### src/rtl/enc_pkg.sv
`default_nettype none
// ============================================================================
//  Module   : enc_pkg
//  Brief    : Shared types and constants for the serial frame encoder.
//  Revision : 1.0 - initial release
// ============================================================================
package enc_pkg;

    // Frame sequencing states
    typedef enum logic [2:0] {
        IDLE   = 3'd0,
        START  = 3'd1,
        DATA   = 3'd2,
        PARITY = 3'd3,
        STOP   = 3'd4
    } encState_t;

    // Fixed line levels
    localparam logic LINE_IDLE = 1'b1;
    localparam logic START_VAL = 1'b0;
    localparam logic STOP_VAL  = 1'b1;

    // Total clocks occupied by one frame on the line
    function automatic int frame_clocks(input int width, input int parityEn,
                                        input int stopBits, input int manchester);
        return (1 + width + parityEn + stopBits) * ((manchester != 0) ? 2 : 1);
    endfunction

endpackage
`default_nettype wire

### src/rtl/manchester_phase.sv
`default_nettype none
// ============================================================================
//  Module   : manchester_phase
//  Brief    : Maps an NRZ bit and half-bit phase onto the line level.
//             Manchester: 0 -> 1,0 ; 1 -> 0,1. NRZ: bit passes through.
//  Revision : 1.0 - initial release
// ============================================================================
module manchester_phase #(
    parameter int MANCHESTER = 0
) (
    input  logic nrzBit,
    input  logic phase,
    output logic lineLevel
);

    localparam logic c_encode = (MANCHESTER != 0);

    // First half carries the inverted bit, second half the true bit
    assign lineLevel = nrzBit ^ (c_encode & ~phase);

endmodule
`default_nettype wire

### src/rtl/serial_frame_encoder.sv
`default_nettype none
// ============================================================================
//  Module   : serial_frame_encoder
//  Brief    : Parallel-to-serial framer: start bit, WIDTH data bits, optional
//             parity, 1-2 stop bits, NRZ or Manchester line coding.
//  Revision : 1.0 - initial release
// ============================================================================
module serial_frame_encoder
    import enc_pkg::*;
#(
    parameter int WIDTH      = 8,
    parameter int MSB_FIRST  = 1,
    parameter int PARITY_EN  = 0,
    parameter int PARITY_ODD = 0,
    parameter int STOP_BITS  = 1,
    parameter int MANCHESTER = 0
) (
    input  logic             clock,
    input  logic             resetN,
    input  logic [WIDTH-1:0] parallelIn,
    input  logic             inValid,
    output logic             inReady,
    output logic             serialOut,
    output logic             busy,
    output logic             frameDone
);

    localparam int         c_frameClks  = frame_clocks(WIDTH, PARITY_EN, STOP_BITS, MANCHESTER);
    localparam logic [7:0] c_remainInit = 8'(c_frameClks - 1);
    localparam logic [5:0] c_lastData   = 6'(WIDTH - 1);
    localparam logic       c_parityOdd  = (PARITY_ODD != 0);
    localparam logic       c_msbFirst   = (MSB_FIRST != 0);
    localparam logic       c_nrz        = (MANCHESTER == 0);

    encState_t        r_state;
    logic [WIDTH-1:0] r_shift;
    logic             r_parity;
    logic             r_bit;
    logic             r_phase;
    logic [5:0]       r_dataCnt;
    logic [7:0]       r_remain;
    logic             r_ready;
    logic             r_busy;
    logic             r_done;

    logic             w_accept;
    logic             w_bitEnd;
    logic             w_head;
    logic [WIDTH-1:0] w_shifted;
    logic             w_encoded;

    assign w_accept  = inValid && r_ready;
    assign w_bitEnd  = c_nrz || r_phase;
    assign w_head    = c_msbFirst ? r_shift[WIDTH-1] : r_shift[0];
    assign w_shifted = c_msbFirst ? (r_shift << 1) : (r_shift >> 1);

    // Frame sequencer: bit/phase stepping plus a frame-length down counter
    // that times the final stop clock for inReady/frameDone
    always_ff @(posedge clock or negedge resetN) begin
        if (!resetN) begin
            r_state   <= IDLE;
            r_shift   <= '0;
            r_parity  <= 1'b0;
            r_bit     <= LINE_IDLE;
            r_phase   <= 1'b0;
            r_dataCnt <= '0;
            r_remain  <= '0;
            r_ready   <= 1'b1;
            r_busy    <= 1'b0;
            r_done    <= 1'b0;
        end else if (w_accept) begin
            r_shift   <= parallelIn;
            r_parity  <= (^parallelIn) ^ c_parityOdd;
            r_state   <= START;
            r_bit     <= START_VAL;
            r_phase   <= 1'b0;
            r_dataCnt <= '0;
            r_remain  <= c_remainInit;
            r_ready   <= 1'b0;
            r_busy    <= 1'b1;
            r_done    <= 1'b0;
        end else if (r_state == IDLE) begin
            r_done    <= 1'b0;
        end else if (r_remain == 8'd0) begin
            // Final stop clock with nothing queued: return to idle line
            r_state   <= IDLE;
            r_bit     <= LINE_IDLE;
            r_phase   <= 1'b0;
            r_ready   <= 1'b1;
            r_busy    <= 1'b0;
            r_done    <= 1'b0;
        end else begin
            r_remain  <= r_remain - 8'd1;
            r_ready   <= (r_remain == 8'd1);
            r_done    <= (r_remain == 8'd1);
            if (!w_bitEnd) begin
                r_phase <= 1'b1;
            end else begin
                r_phase <= 1'b0;
                case (r_state)
                    START: begin
                        r_state   <= DATA;
                        r_bit     <= w_head;
                        r_shift   <= w_shifted;
                        r_dataCnt <= '0;
                    end
                    DATA: begin
                        if (r_dataCnt == c_lastData) begin
                            if (PARITY_EN != 0) begin
                                r_state <= PARITY;
                                r_bit   <= r_parity;
                            end else begin
                                r_state <= STOP;
                                r_bit   <= STOP_VAL;
                            end
                        end else begin
                            r_bit     <= w_head;
                            r_shift   <= w_shifted;
                            r_dataCnt <= r_dataCnt + 6'd1;
                        end
                    end
                    PARITY: begin
                        r_state <= STOP;
                        r_bit   <= STOP_VAL;
                    end
                    default: begin
                        r_bit   <= STOP_VAL;
                    end
                endcase
            end
        end
    end

    manchester_phase #(
        .MANCHESTER (MANCHESTER)
    ) u_phase (
        .nrzBit    (r_bit),
        .phase     (r_phase),
        .lineLevel (w_encoded)
    );

    // Line is driven only from state flops; idle line is an unencoded 1
    assign serialOut = r_busy ? w_encoded : LINE_IDLE;
    assign inReady   = r_ready;
    assign busy      = r_busy;
    assign frameDone = r_done;

endmodule
`default_nettype wire

### config.mk
export PLATFORM = sky130hd
export DESIGN_NAME = serial_frame_encoder
export DESIGN_NICKNAME = d
export VERILOG_FILES = /design/src/rtl/enc_pkg.sv /design/src/rtl/manchester_phase.sv /design/src/rtl/serial_frame_encoder.sv
export SDC_FILE = /design/constraint.sdc
export NUM_CORES = 1
export LEC_CHECK = 0
export CAP_MARGIN = 5
export CORE_MARGIN = 4
export CORE_UTILIZATION = 40
export DETAILED_ROUTE_END_ITERATION = 8
export SLEW_MARGIN = 25
export SYNTH_ARGS = -nofsm -noshare
export SYNTH_HDL_FRONTEND = slang
export SYNTH_SLANG_ARGS = --single-unit
### constraint.sdc
create_clock -name clock -period 1.8 [get_ports clock]
set_input_delay 0.27 -clock clock [delete_from_list [all_inputs] [get_ports clock]]
set_output_delay 0.27 -clock clock [all_outputs]
set_load 0.01 [all_outputs]
; Word-level counts from Yosys, hierarchy flattened
; Cells that the tools add are included.
[totals]
n_memories = 0
mem_bits_ro = 0
word_cells = 62
reg_bits = 29
mem_bits_rw = 0
latchBits = 0
[classes]
bitwise_logic = 0
addsub = 2
order_cmp = 0
n_eq_ne = 9
mul = 0
n_reduce_logical = 10
div = 0
mux = 33
shift = 0
[op_table]
columns = op, n
row1 = two-way mux 8 bit, 7
row2 = two-way mux 6 bit, 4
row3 = case mux 8 bit (2 select lines), 1
row4 = two-way mux 1 bit, 14
row5 = two-way mux 3 bit, 4
row6 = case mux 6 bit (2 select lines), 1
row7 = case mux 3 bit (3 select lines), 1
row8 = "equality test 8 x 1 -> 1 bit, second input constant", 1
row9 = zero test 8 bit, 1
row10 = "subtractor 8 x 1 -> 8 bit, second input constant", 1
row11 = "adder 6 x 1 -> 6 bit, second input constant", 1
row12 = "equality test 3 x 2 -> 1 bit, second input constant", 2
row13 = "equality test 6 x 3 -> 1 bit, second input constant", 1
row14 = nonzero test 5 bit, 1
row15 = "!= test 2 bit, second input constant", 2
row16 = "!= test 4 bit, second input constant", 1
row17 = AND reduction 2 bit, 2
row18 = AND reduction 4 bit, 1
row19 = "equality test 3 x 1 -> 1 bit, second input constant", 1
row20 = zero test 3 bit, 1
row21 = "!= test 3 bit, second input constant", 1
row22 = AND reduction 3 bit, 1
row23 = nonzero test 3 bit, 1
row24 = case mux 1 bit (2 select lines), 1
row25 = other kinds (2), 2

; Logic depth before layout (Yosys ltp)
[depth]
ltp_word = 6
ltp_mapped = 7
mapped_depth_nobuf = 6

; Cells and area by module
; A second synthesis with hierarchy kept.
[unflattened]
cells_unflattened = 173
hier_area_um2 = 1584.0
[modules_own_cells]
columns = module, area_per_inst_um2, n_inst, cells_each
row1 = serial_frame_encoder, 1576.5, 1, 172
row2 = manchester_phase, 7.5, 1, 1

; Least setup slack after synthesis
; No wires, ideal clock.
[synth_timing]
kind = register to register
from = register r_remain[0]
to = register r_dataCnt[0]
t_required_ps = 1680
arrival_time_ps = 1740
setup_slack_ps = -60
n_path_buf = 0
setup_ps = 120
path_stages_with_launch = 7
path_cell_list = dfrtp_1 -> inv_1 -> ha_1 -> or3b_2 -> o21ai_0 -> nor4_1 -> a31o_2
[synth_between]
elab_chain_len = 3
[synth_rtl]
columns = element, line_no
row1 = from (decl), serial_frame_encoder.sv:41  ; logic [7:0] r_remain;
row2 = from (signal assigned), serial_frame_encoder.sv:78  ; r_remain <= c_remainInit;
row3 = from (signal assigned), serial_frame_encoder.sv:93  ; r_remain <= r_remain - 8'd1;
row4 = zero test 8 bit, serial_frame_encoder.sv:84  ; end else if (r_remain == 8'd0) begin
row5 = != test 2 bit (no source line), -
row6 = AND reduction 4 bit (no source line), -
row7 = to (signal assigned), serial_frame_encoder.sv:119  ; r_dataCnt <= r_dataCnt + 6'd1;
row8 = to (decl), serial_frame_encoder.sv:40  ; logic [5:0] r_dataCnt;
; No other way between the ends.
; A chain may end at the register's enable or synchronous reset.

; Final worst setup path
[layout_timing]
from = register r_remain[3]
to = register r_shift[6]
[layout_between]
elab_chain_len = 3
[layout_rtl]
columns = element, line_no
row1 = zero test 8 bit, serial_frame_encoder.sv:84
row2 = != test 2 bit (no source line), -
row3 = AND reduction 4 bit (no source line), -
row4 = to (signal assigned), serial_frame_encoder.sv:72  ; r_shift <= parallelIn;
row5 = to (signal assigned), serial_frame_encoder.sv:104  ; r_shift <= w_shifted;
row6 = to (signal assigned), serial_frame_encoder.sv:118  ; r_shift <= w_shifted;
row7 = to (decl), serial_frame_encoder.sv:36  ; logic [WIDTH-1:0] r_shift;
; No other way between the ends.

==> metrics.md <==
| Metric | Value |
|---|---|
| Run status | complete, no violations |
| Largest cells by area after synthesis | dfrtp_1 (42%), nand2_1 (5.1%), o211ai_1 (4.2%) |
| Worst setup path startpoint | r_remain[3] |
| CP Data Arrival Time | 1.93 ns |
| Final Skew | about 0.0072 ns |
| Area share of the largest cell type after synthesis | 0.419 |
| Total track usage | 0.163 |
| N_diodes | 0 |
| Critical path class | reg2reg |
| Vias | 1,493 |
| Post-route design area | ~0.0021 mm2 |
| Syn Area/Cell | approximately 9 um2 |
| Ys Warns | 0 |
| Post-route insts no fill | about 260 |
| Setup TNS | 0 ns |
| Clk pwr share | 0.161 |
| Netlist cell types | 43 |
| Reg2reg path depth | 5 |
| CTS sink count | 29 |
| CTS tree | yes |
| Remaining DRCs | 0 |
| P_sw | ~1.3 mW |
| Worst-path clk slew | 0.06 ns |
| CP startpoint kind | flip-flop |
| Post-synthesis sequential area ratio | 0.452 |
| DIE WIDTH | between 70 and 80 um |
| Finish-stage setup viols | 0 |
| Final worst-path cycle share | 0.968 |
| Req. time, crit path | just under 2 ns |
| Io pins | 15 |
| Switching share of power | 0.386 |
| Synth area leader | dfrtp_1 |
| Commonest non-fill, non-tap cell in the layout | dfrtp_1 |
| Logic gate share of total power | 0.510 |
| Initial Util | 0.427 |
| Reg2Reg Launch Point | r_remain[3] |
| Cells after Synth | approximately 180 |
| Worst-Skew Late Latency | 0.28 ns |
| RD Place Congestion | approximately 0.84 |
| Root buffer cell | clkbuf_8 |
| Total Nets Final | 227 |
| Max-slew violations | 0 |
| Fillcell total | between 300 and 400 |
| Drt wl/cell | between 15 and 20 um |
| Max-Cap Viols | 0 |
| Iter 0 DRT Violations | 80 |
| RSZ-0062 raised after global routing | yes |
| Sequential power share | 0.329 |
| Number of flops mapped to enable cells by yosys | 0 |
| Final Hold Vio Count | 0 |
| P_leak | around 0.9 nW |
| Die Ht | 71.5 um |
| Clk buf depth | 2 |
| Reg2reg setup slack | 0.06 ns |
| Initial antenna violation count | 0 |
| Ys flop type | dfrtp_1 |
| P per Cell Area | 1590 mW/mm2 |
| Detailed Place HPWL | between 2000 and 3000 um |
| Post-Route WL | around 4000 um |
| Hold Path Class | in2async |
| Worst slew pin tran | between 0.4 and 0.5 ns |
| I/O Buffers | 14 |
| Pre-antenna DRT Iters | 5 |
| Layout cell share with drive strength beyond 1 | 0.244 |
| Overflow after GRT | 0 |
| Slew headroom | 0.698 |
| Last element of the critical path | r_shift[6] |
| Num CTS Buffers | 5 |
| Crit-path max FO | 8 |
| Die area | 0.00511 mm2 |
| Num rows | 22 |
| Mapped Area | about 0.0016 mm2 |
| Tmin final | roughly 1.7 ns |
| Core area | roughly 0.0038 mm2 |
| Dpl cell area | 0.00193 mm2 |
| Vias in the first global route | 1,396 |
| Fin Hold WS | 0.383 ns |
| Crit end category | flip-flop |
| Syn_nets | ~190 |
| H-tree Lvls | 2 |
| Max VDD drop | 0.000760 V |
| P_int | between 2 and 2.5 mW |
| Area Overhead vs Synth | 32.2% |
| Reg2Reg Capture Point | r_shift[6] |
| DRT antenna net count | 0 |
| Pin count of the biggest net entering global routing | 30 |
| Via density | between 5 and 6 |
| Most frequent cells in the layout | dfrtp_1 (27), buf_4 (24), nand2_1 (22) |
| Asr flop ratio synth | 1.00 |
| Cells after DPL | around 250 |
| First-pass GRT wire length | about 6600 um |
| Pwr Total | 3.39 mW |
| Fmax | approximately 0.57 GHz |
| # hold bufs at CTS | 0 |
| Post-synthesis register bit count | 29 |
## what timing repair did
item                                    CTS  global route
pin swaps                                 0             4
buffers inserted                          1             5
gates cloned                              0             1
endpoints found under the setup margin   15            10
gates resized for setup                   2            11
## power groups by stage
stage                     Clock [mW]  Sequential [mW]  Combinational (mW)
after floorplan                    0             1.08               0.938
after global placement             0             1.10                1.43
after detailed placement           0             1.12                1.46
after CTS                      0.562             1.11                1.52
after global routing           0.599             1.15                1.94
final                          0.545             1.12                1.73
## layout make-up
type	count	area, um2	share of cell area
tap	48	60.1	0.0282
multi-input combinational	131	868	0.408
inverter	5	18.8	0.00881
clock buffer	8	90.1	0.0423
timing repair buffer	40	365	0.171
sequential	29	728	0.342
## per-stage QoR
step | setup WS, ns | utilization
after global placement | -0.0577 | 0.511
after CTS | 0.00949 | 0.539
after detailed placement | -0.0773 | 0.511
after global routing | -0.00407 | 0.565
final | 0.0579 | 0.565
after floorplan | 0.00863 | -
## how the worst min path moves through the flow
stage / to / slack [ns] / cells after the start
finish: r_dataCnt[5] / 0.38 / 2
global route: r_remain[5] / 0.41 / 2
CTS: r_remain[1] / 0.40 / 2
detailed placement: inReady / 0.48 / 2
global placement: inReady / 0.48 / 2
floorplan: busy / -0.03 / 0
## critical path, stage by stage (launching register included)
cell and delay [ns]:
dfrtp_1 0.38, or4_4 0.61, o21ai_4 0.26, clkbuf_16 0.19
o21ai_2 0.05, a31oi_1 0.17
## cells in the mapped netlist (4+ instances only)
| cell type | count |
|---|---|
| buf_2 | 5 |
| clkbuf_1 | 5 |
| o21bai_1 | 4 |
| nor2_1 | 10 |
| ha_1 | 4 |
| or3_1 | 7 |
| nor3_1 | 4 |
| a21oi_1 | 10 |
| dfrtp_1 | 27 |
| nand3_1 | 6 |
| inv_1 | 5 |
| nand2_1 | 22 |
| o21ai_0 | 9 |
| o211ai_1 | 9 |
## logic make-up after synthesis
| logic type | synth area share |
|---|---|
| buffers and inverters | 0.0435 |
| adders and majority gates | 0.0311 |
| AOI/OAI and AO/OA | 0.239 |
| xor gates and xnor gates | 0.0109 |
| DFF | 0.452 |
| and+or+nand+nor | 0.224 |
## routing by layer
layer,global-route usage,up-vias,wire length (um)
met5,0,-,0
met4,0.0605,0,55
met3,0.0463,9,171
met2,0.244,37,1900
met1,0.225,720,1850
li1,-,727,-
## flip-flops by register name, summed over array words and instances, names as in the netlist
name,count
r_remain,8
r_shift,8
r_dataCnt,6
r_state,3
busy,1
frameDone,1
inReady,1
r_bit,1
(Power assumes the default switching activity.)
